$ cat src/rtl/muldiv_if.sv
// Operand/result bundle between the ID/EX register and the M-extension unit.
// The slave modport is the unit side; master is the pipeline side.
interface muldiv_if;
  logic        start;
  logic        kill;
  logic [2:0]  op;
  logic [31:0] rs1_v;
  logic [31:0] rs2_v;
  logic [4:0]  rd;
  logic [31:0] result;
  logic [4:0]  rd_out;
  logic        done;
  logic        stall;

  modport master (
    output start, kill, op, rs1_v, rs2_v, rd,
    input  result, rd_out, done, stall
  );

  modport slave (
    input  start, kill, op, rs1_v, rs2_v, rd,
    output result, rd_out, done, stall
  );
endinterface

$ cat src/rtl/muldiv_ex.sv
// Iterative RV32M unit: 32 radix-2 steps on magnitudes plus one sign fix-up cycle.
// Define MULDIV_DIV_EN to build the restoring divider (DIV/DIVU/REM/REMU).
module muldiv_ex (
  input  logic    clk,
  input  logic    rst,
  muldiv_if.slave bus
);

  typedef enum logic [1:0] {IDLE, CALC, DONE} state_t;

  state_t      state;
  state_t      state_nx;
  logic [5:0]  cnt;
  logic [2:0]  op_q;
  logic [4:0]  rd_q;
  logic        sgn_a;
  logic        sgn_b;
  logic [63:0] acc;
  logic [63:0] mcand;
  logic [31:0] mplr;
  logic [63:0] acc_nx;
  logic [63:0] prod;
  logic [31:0] fix;
  logic        go;
  logic        skip;
  logic        a_signed;
  logic        b_signed;
  logic        a_neg;
  logic        b_neg;
  logic [31:0] mag_a;
  logic [31:0] mag_b;

`ifdef MULDIV_DIV_EN
  logic        dz;
  logic [32:0] trial;
  logic [31:0] quo;
  logic [31:0] rem;
  assign skip = 1'b0;
`else
  assign skip = bus.op[2];
`endif

  assign go = bus.start & ~bus.kill;

  assign a_signed = bus.op[2] ? ~bus.op[0]
                              : (bus.op[1:0] != 2'b11);
  assign b_signed = bus.op[2] ? ~bus.op[0] : ~bus.op[1];
  assign a_neg    = a_signed & bus.rs1_v[31];
  assign b_neg    = b_signed & bus.rs2_v[31];
  assign mag_a    = a_neg ? -bus.rs1_v : bus.rs1_v;
  assign mag_b    = b_neg ? -bus.rs2_v : bus.rs2_v;

  assign bus.done  = (state == DONE);
  assign bus.stall = (state == CALC) ||
                     ((state == IDLE) && go && !skip);

  always_ff @(posedge clk or negedge rst) begin
    if (!rst) state <= IDLE;
    else      state <= state_nx;
  end

  always_comb begin
    state_nx = state;
    unique case (state)
      IDLE: if (go) state_nx = skip ? DONE : CALC;
      CALC: if (cnt[5]) state_nx = DONE;
      DONE: state_nx = IDLE;
      default: state_nx = IDLE;
    endcase
    if (bus.kill) state_nx = IDLE;
  end

  always_comb begin
    acc_nx = acc + (mplr[0] ? mcand : 64'd0);
`ifdef MULDIV_DIV_EN
    // Remainder stays below the divisor, so 33 bits hold the shifted trial.
    trial = acc[63:31] - {1'b0, mcand[31:0]};
    if (op_q[2]) begin
      acc_nx = trial[32] ? {acc[62:0], 1'b0}
                         : {trial[31:0], acc[30:0], 1'b1};
    end
`endif
  end

  always_comb begin
    prod = (sgn_a ^ sgn_b) ? -acc : acc;
    fix  = (op_q[1:0] == 2'b00) ? prod[31:0] : prod[63:32];
`ifdef MULDIV_DIV_EN
    quo = dz ? 32'hFFFF_FFFF
             : ((sgn_a ^ sgn_b) ? -acc[31:0] : acc[31:0]);
    rem = sgn_a ? -acc[63:32] : acc[63:32];
    if (op_q[2]) fix = op_q[1] ? rem : quo;
`endif
  end

  always_ff @(posedge clk or negedge rst) begin
    if (!rst) begin
      cnt        <= '0;
      op_q       <= '0;
      rd_q       <= '0;
      sgn_a      <= 1'b0;
      sgn_b      <= 1'b0;
      acc        <= '0;
      mcand      <= '0;
      mplr       <= '0;
      bus.result <= '0;
      bus.rd_out <= '0;
`ifdef MULDIV_DIV_EN
      dz         <= 1'b0;
`endif
    end else begin
      unique case (state)
        IDLE: if (go) begin
          op_q  <= bus.op;
          rd_q  <= bus.rd;
          sgn_a <= a_neg;
          sgn_b <= b_neg;
          cnt   <= '0;
`ifdef MULDIV_DIV_EN
          dz    <= (bus.rs2_v == 32'd0);
          if (bus.op[2]) begin
            acc   <= {32'd0, mag_a};
            mcand <= {32'd0, mag_b};
            mplr  <= '0;
          end else begin
            acc   <= '0;
            mcand <= {32'd0, mag_a};
            mplr  <= mag_b;
          end
`else
          if (bus.op[2]) begin
            bus.result <= '0;
            bus.rd_out <= bus.rd;
          end else begin
            acc   <= '0;
            mcand <= {32'd0, mag_a};
            mplr  <= mag_b;
          end
`endif
        end
        CALC: if (!bus.kill) begin
          if (!cnt[5]) begin
            cnt  <= cnt + 6'd1;
            acc  <= acc_nx;
            mplr <= mplr >> 1;
            if (!op_q[2]) mcand <= mcand << 1;
          end else begin
            bus.result <= fix;
            bus.rd_out <= rd_q;
          end
        end
        default: ;
      endcase
    end
  end

endmodule
$ cat src/flat_wrapper.sv
// flat-port wrapper written by rule: the top's interface ports become plain ports
module muldiv_ex_flat 
  (clk, rst, bus_start, bus_kill, bus_op, bus_rs1_v, bus_rs2_v, bus_rd, bus_result, bus_rd_out, bus_done, bus_stall);
  muldiv_if bus_i ();
  input  logic clk;
  input  logic rst;
  input wire logic [$bits(bus_i.start)-1:0] bus_start;
  input wire logic [$bits(bus_i.kill)-1:0] bus_kill;
  input wire logic [$bits(bus_i.op)-1:0] bus_op;
  input wire logic [$bits(bus_i.rs1_v)-1:0] bus_rs1_v;
  input wire logic [$bits(bus_i.rs2_v)-1:0] bus_rs2_v;
  input wire logic [$bits(bus_i.rd)-1:0] bus_rd;
  output wire logic [$bits(bus_i.result)-1:0] bus_result;
  output wire logic [$bits(bus_i.rd_out)-1:0] bus_rd_out;
  output wire logic [$bits(bus_i.done)-1:0] bus_done;
  output wire logic [$bits(bus_i.stall)-1:0] bus_stall;
  assign bus_i.start = bus_start;
  assign bus_i.kill = bus_kill;
  assign bus_i.op = bus_op;
  assign bus_i.rs1_v = bus_rs1_v;
  assign bus_i.rs2_v = bus_rs2_v;
  assign bus_i.rd = bus_rd;
  assign bus_result = bus_i.result;
  assign bus_rd_out = bus_i.rd_out;
  assign bus_done = bus_i.done;
  assign bus_stall = bus_i.stall;
  muldiv_ex u_core (.clk(clk), .rst(rst), .bus(bus_i));
endmodule
$ cat config.mk
export PLATFORM = sky130hd
export DESIGN_NAME = muldiv_ex_flat
export DESIGN_NICKNAME = d
export VERILOG_FILES = /design/src/rtl/muldiv_if.sv /design/src/rtl/muldiv_ex.sv /design/src/flat_wrapper.sv
export SDC_FILE = /design/constraint.sdc
export NUM_CORES = 1
export LEC_CHECK = 0
export CAP_MARGIN = 40
export CORE_MARGIN = 5
export CORE_UTILIZATION = 34
export DETAILED_ROUTE_END_ITERATION = 16
export PLACE_DENSITY_LB_ADDON = 0.12
export REMOVE_ABC_BUFFERS = 1
export SYNTH_ARGS = -nofsm -noshare
export SYNTH_HDL_FRONTEND = slang
export SYNTH_SLANG_ARGS = --single-unit
$ cat constraint.sdc
create_clock -name clk -period 4.9 [get_ports clk]
set_input_delay 0.735 -clock clk [delete_from_list [all_inputs] [get_ports clk]]
set_output_delay 0.735 -clock clk [all_outputs]
set_load 0.1 [all_outputs]
After elaboration in Yosys (flattened, before gate mapping):

Cells that the tools add are included.

* reduce and logical (&&, ||, !) cells: 14
* $add $sub $neg: 5
* mux-type cells: 42
* eq/ne operators: 12
* bitwise gates (word level): 7

Operators with widths (count)
* two-way mux 64 bit: 11
* two-way mux 32 bit: 11
* one-hot mux 64 bit (2 select lines): 2
* one-hot mux 32 bit (2 select lines): 2
* adder 64 bit: 1
* negator 32 bit: 2
* negator 64 bit: 1
* two-way mux 5 bit: 4
* two-way mux 6 bit: 3
* != test 2 bit, second input constant: 6
* one-hot mux 6 bit (2 select lines): 1
* one-hot mux 5 bit (2 select lines): 1
* AND reduction 5 bit: 2
* two-way mux 2 bit: 4
* adder 6 x 1 -> 6 bit, second input constant: 1
* != test 3 x 2 -> 1 bit, second input constant: 2
* AND reduction 6 bit: 1
* logical NOT 2 bit: 2
* != test 2 x 1 -> 1 bit, second input constant: 2
* one-hot mux 2 bit (2 select lines): 1
* AND reduction 2 bit: 2
* AND reduction 4 bit: 1
* bitwise AND 1 bit: 3
* inverter 1 bit: 3
* 9 further kinds: 11

* word-level logic and storage cells: 92
* input bits: 76
* bits in registers: 215
* output and inout bits: 39

Longest topological paths before layout:

* depth in word-level cells: 7
* gate-level depth with buffers: 16
* depth with buffers taken out: 14

Least setup slack after synthesis:

No wires, ideal clock.

* path kind: register to register
* start point: reg u_core.mplr[0]
* end point: reg u_core.acc[58]
* slack: 1.087 ns
* buffers on the path: 2
* stages on the path, launching flop included: 17
* period minus slack after synthesis: 3.813 ns
* required time: 4.805 ns
* data arrival time: 3.718 ns
* library setup time: 0.095 ns
* path through: dfrtp_1 -> clkbuf_1 -> clkbuf_1 -> and2_1 -> ha_1 -> inv_1 -> fa_1 -> and2b_1 -> o2111ai_1 -> a21boi_0 -> a2111oi_0 -> o211ai_1 -> a41oi_1 -> nor4_1 -> o31ai_1 -> and3_1 -> o31ai_1

* cells in the longest elaborated chain, start to end: 5

RTL lines
* start: declaration: RTL line muldiv_ex.sv:20 `logic [31:0] mplr;`
* start signal: assignment: RTL line muldiv_ex.sv:137 `mplr <= mag_b;`
* start signal: assignment: RTL line muldiv_ex.sv:145 `mplr <= mplr >> 1;`
* two-way mux 64 bit: RTL line muldiv_ex.sv:74 `acc_nx = acc + (mplr[0] ? mcand : 64'd0);`
* adder 64 bit: RTL line muldiv_ex.sv:74
* two-way mux 64 bit: RTL line muldiv_ex.sv:142 `if (!cnt[5]) begin`
* two-way mux 64 bit: RTL line muldiv_ex.sv:141 `CALC: if (!bus.kill) begin`
* one-hot mux 64 bit (2 select lines): RTL line muldiv_ex.sv:112 `unique case (state)`
* end signal: assignment: RTL line muldiv_ex.sv:144 `acc <= acc_nx;`
* end: declaration: RTL line muldiv_ex.sv:18 `logic [63:0] acc;`

No other way between the ends. The select of a mux whose other input is x is not followed.
A chain may end at the register's enable or synchronous reset.

Worst setup path in the final report:

Ends and elaborated chain as after synthesis.

==> reports/results.ini <==
[synth]
yosysUniqueCellTypes = 71
postSynth.asyncResetShare_pct = 100
synthCells = 1795
ys.flop_type = dfrtp_1
synth-seq-cells = 215
ys_warn_count = 0
synth_edf_count = 0
syn-cell-area_um2 = 15000
syn_area_per_cell_um2 = 8.35
seq_area_frac_synth_pct = 35.9

[cts]
htree_levels = 1
clkTransAtPathRegs_ps = 60
numClockSinks = 215
cts_buffer_depth = 3
insertion_delay_ps = 560
cts_buffers = 27
hold_buffers = 0
cts_tree = yes
clockRootBuffer = clkbuf_16

[timing]
setup_violations = 0
hold_violations = 0
period_share_pct = 90.4
finalCriticalPeriod_ps = 4430
tightest_slew_ps = 828
slew_headroom_pct = 44.6
skew_ps = 25.2
drv_slew = 0
fmax_mhz = 226
fin_tns_setup_ps = 0
rsz0062_at_grt = false

[detailed_routing]
wl_per_cell_um = 18.0
wl_mm = 45.2
drt_iter0_drc = 795
avgViaCountPerCell = 5.36
drc_errors = 0
vias = 13500
first_pass_iters = 5
ant_nets = 0

[hold_path]
hold_class = input port to async pin

[cells_and_area]
syn_to_final_growth_pct = 22.3
drive_above_1_share_pct = 7.43
fin_area_um2 = 18300
final_nets = 2052
diodes = 0
fillers = 4489

[die]
dieArea_um2 = 48400
core_um2 = 43900
die_width_um = 220
initial_core_util_pct = 34.1
ioPinCount = 115
rows = 77
die_h_um = 220

[placement]
place_area_um2 = 17400
place.gp.congestion = 0.899
dp.final_hpwl_mm = 33.6
numPortBuffers = 114

[power]
combPwrFrac_pct = 36.0
power_switching_uw = 2650
p_clk_share_pct = 29.5
ir_drop_mv = 0.211
p_leak_uw = 0.00802
p_per_area_nw_per_um2 = 377
p_int_uw = 4260
seqPwrFrac_pct = 34.5
switching_share_pct = 38.4

[setup_path]
critical_path_required_ps = 5370
critPathCaptureType = flip-flop
worst-setup-path-type = flip-flop to flip-flop
ff2ff_setup_slack_ps = 470
r2r_cells = 15
r2r-end = u_core.acc[58]$_DFFE_PN0P_
crit_path_start_kind = flip-flop
arrival_ps = 4900
path_max_fanout = 29
reg2reg_from = u_core.mplr[0]$_DFFE_PN0P_

[global_route]
grt_pass1_wl_mm = 73.8
antenna_found_initial = 2
grt_overflow_total = 0
grt_max_degree = 99
grt_pass1_vias = 13600
grtUsageTotal_pct = 18.6

[run]
drv_cap = 0

[run_status]
outcome = completed

-- critical path, cell delays in order (launching register included) --
cell and delay, ps:
dfrtp_2 600, and2_1 190, ha_1 180, inv_1 70
fa_1 390, and2b_1 220, o2111ai_1 170, a21boi_0 290
a2111oi_0 170, buf_4 170, o211ai_1 330, a41oi_1 280
nor4_1 670, o31ai_1 150, and3_1 210, o31ai_1 220
-- power by group through the flow --
| stage | Sequential [µW] | Clock [µW] | Combinational (µW) |
|---|---|---|---|
| after floorplan | 2370 | 0 | 1700 |
| after global placement | 2420 | 0 | 2430 |
| after detailed placement | 2420 | 0 | 2490 |
| after CTS | 2390 | 2100 | 2500 |
| after global routing | 2430 | 2170 | 2790 |
| final | 2390 | 2040 | 2490 |
-- layout by cell type, fill, tap and decap left out, types with 67 or more instances in the layout --
| cell type | n |
|---|---|
| and2_1 | 70 |
| nand2_1 | 244 |
| clkdlybuf4s50_1 | 112 |
| nor2_1 | 128 |
| xnor2_1 | 84 |
| o21ai_0 | 203 |
| xor2_1 | 88 |
| ha_1 | 67 |
| a21oi_1 | 146 |
| dfrtp_1 | 214 |
-- registers in the layout (all words and copies together), names as in the netlist --
register / flops
u_core.acc: 64
u_core.mcand: 64
u_core.bus.result: 32
u_core.mplr: 32
u_core.cnt: 6
u_core.bus.rd_out: 5
u_core.rd_q: 5
u_core.op_q: 3
u_core.state: 2
u_core.sgn_a: 1
u_core.sgn_b: 1
-- worst max-delay path by stage --
stage / cells past startpoint / slack, ps / startpoint / endpoint
2_1_floorplan: 7 / 90 / bus_start / u_core.mcand[10]$_DFFE_PN0P_
3_3_place_gp: 15 / 510 / u_core.mplr[0]$_DFFE_PN0P_ / u_core.acc[58]$_DFFE_PN0P_
3_5_place_dp: 15 / 250 / u_core.mplr[0]$_DFFE_PN0P_ / u_core.acc[58]$_DFFE_PN0P_
4_1_cts: 15 / 250 / u_core.mplr[0]$_DFFE_PN0P_ / u_core.acc[58]$_DFFE_PN0P_
5_1_grt: 15 / 120 / u_core.mplr[0]$_DFFE_PN0P_ / u_core.acc[58]$_DFFE_PN0P_
6_report: 15 / 470 / u_core.mplr[0]$_DFFE_PN0P_ / u_core.acc[58]$_DFFE_PN0P_
-- through the flow --
| stage | hold WS (ps) | setup slack [ps] | instances | util, % | power (µW) |
|---|---|---|---|---|---|
| after floorplan | 439 | 91.3 | 1701 | - | 4070 |
| after global placement | 463 | 512 | 2429 | 38.1 | 4850 |
| after detailed placement | 465 | 254 | 2470 | 39.7 | 4910 |
| after CTS | 259 | 250 | 2516 | 41.7 | 6990 |
| after global routing | 293 | 123 | 2517 | 41.8 | 7390 |
| final | 227 | 470 | 2517 | 41.8 | 6910 |
-- area by class of cell --
cell class / count / area (µm²) / area share (%)
tap: 592 / 741 / 4.04
clock buffer: 35 / 756 / 4.12
multi-input combinational: 1455 / 9180 / 50.0
timing repair buffer: 178 / 2040 / 11.1
sequential: 215 / 5380 / 29.3
inverter: 31 / 116 / 0.634
clock inverter: 11 / 130 / 0.709
-- layer usage --
metal  routed length (µm)  global-route usage, %  share of wire [%]  vias to the layer above
met2                20700                   30.8                 46                      239
met5                    0                      0                  0                        -
li1                     -                      -                  -                     6679
met3                 1960                   2.57                4.3                       71
met1                21500                   25.8                 47                     6511
met4                 1060                   4.81                2.3                        0
-- timing repair --
action,CTS,global route
setup endpoints to repair,0,2
buffers inserted,0,0
gates resized for setup,0,1
-- cells by family (layout without fill, tap and decap cells) --
| logic type | after synthesis | count (layout) | synth area share [%] |
|---|---|---|---|
| buffers and inverters | 125 | 255 | 3.20 |
| adders and majority gates | 68 | 68 | 5.72 |
| DFF | 215 | 215 | 35.9 |
| xor gates and xnor gates | 174 | 174 | 10.2 |
| and+or+nand+nor | 594 | 594 | 18.9 |
| AOI/OAI and AO/OA | 612 | 612 | 25.7 |
| muxes | 7 | 7 | 0.467 |
-- cells in the mapped netlist, drive strengths merged, types with 12 or more instances --
cell type	number	area, µm²
a22o	37	324
o41ai	12	120
nand2b	12	75.1
ha	67	838
a31oi	18	113
xnor2	85	744
o221ai	17	149
a22oi	29	218
a21o	42	315
or3	18	123
and3	14	87.6
nor2	128	480
nor4	19	165
o21bai	16	120
buf	15	67.6
nand2	245	920
o31ai	21	158
o21ai	206	1030
dfrtp	215	5380
xor2	89	780
nand3	19	100
clkbuf	79	297
inv	30	113
a21oi	147	736
and2	70	438
nor3	29	145
(Power assumes the default switching activity.)
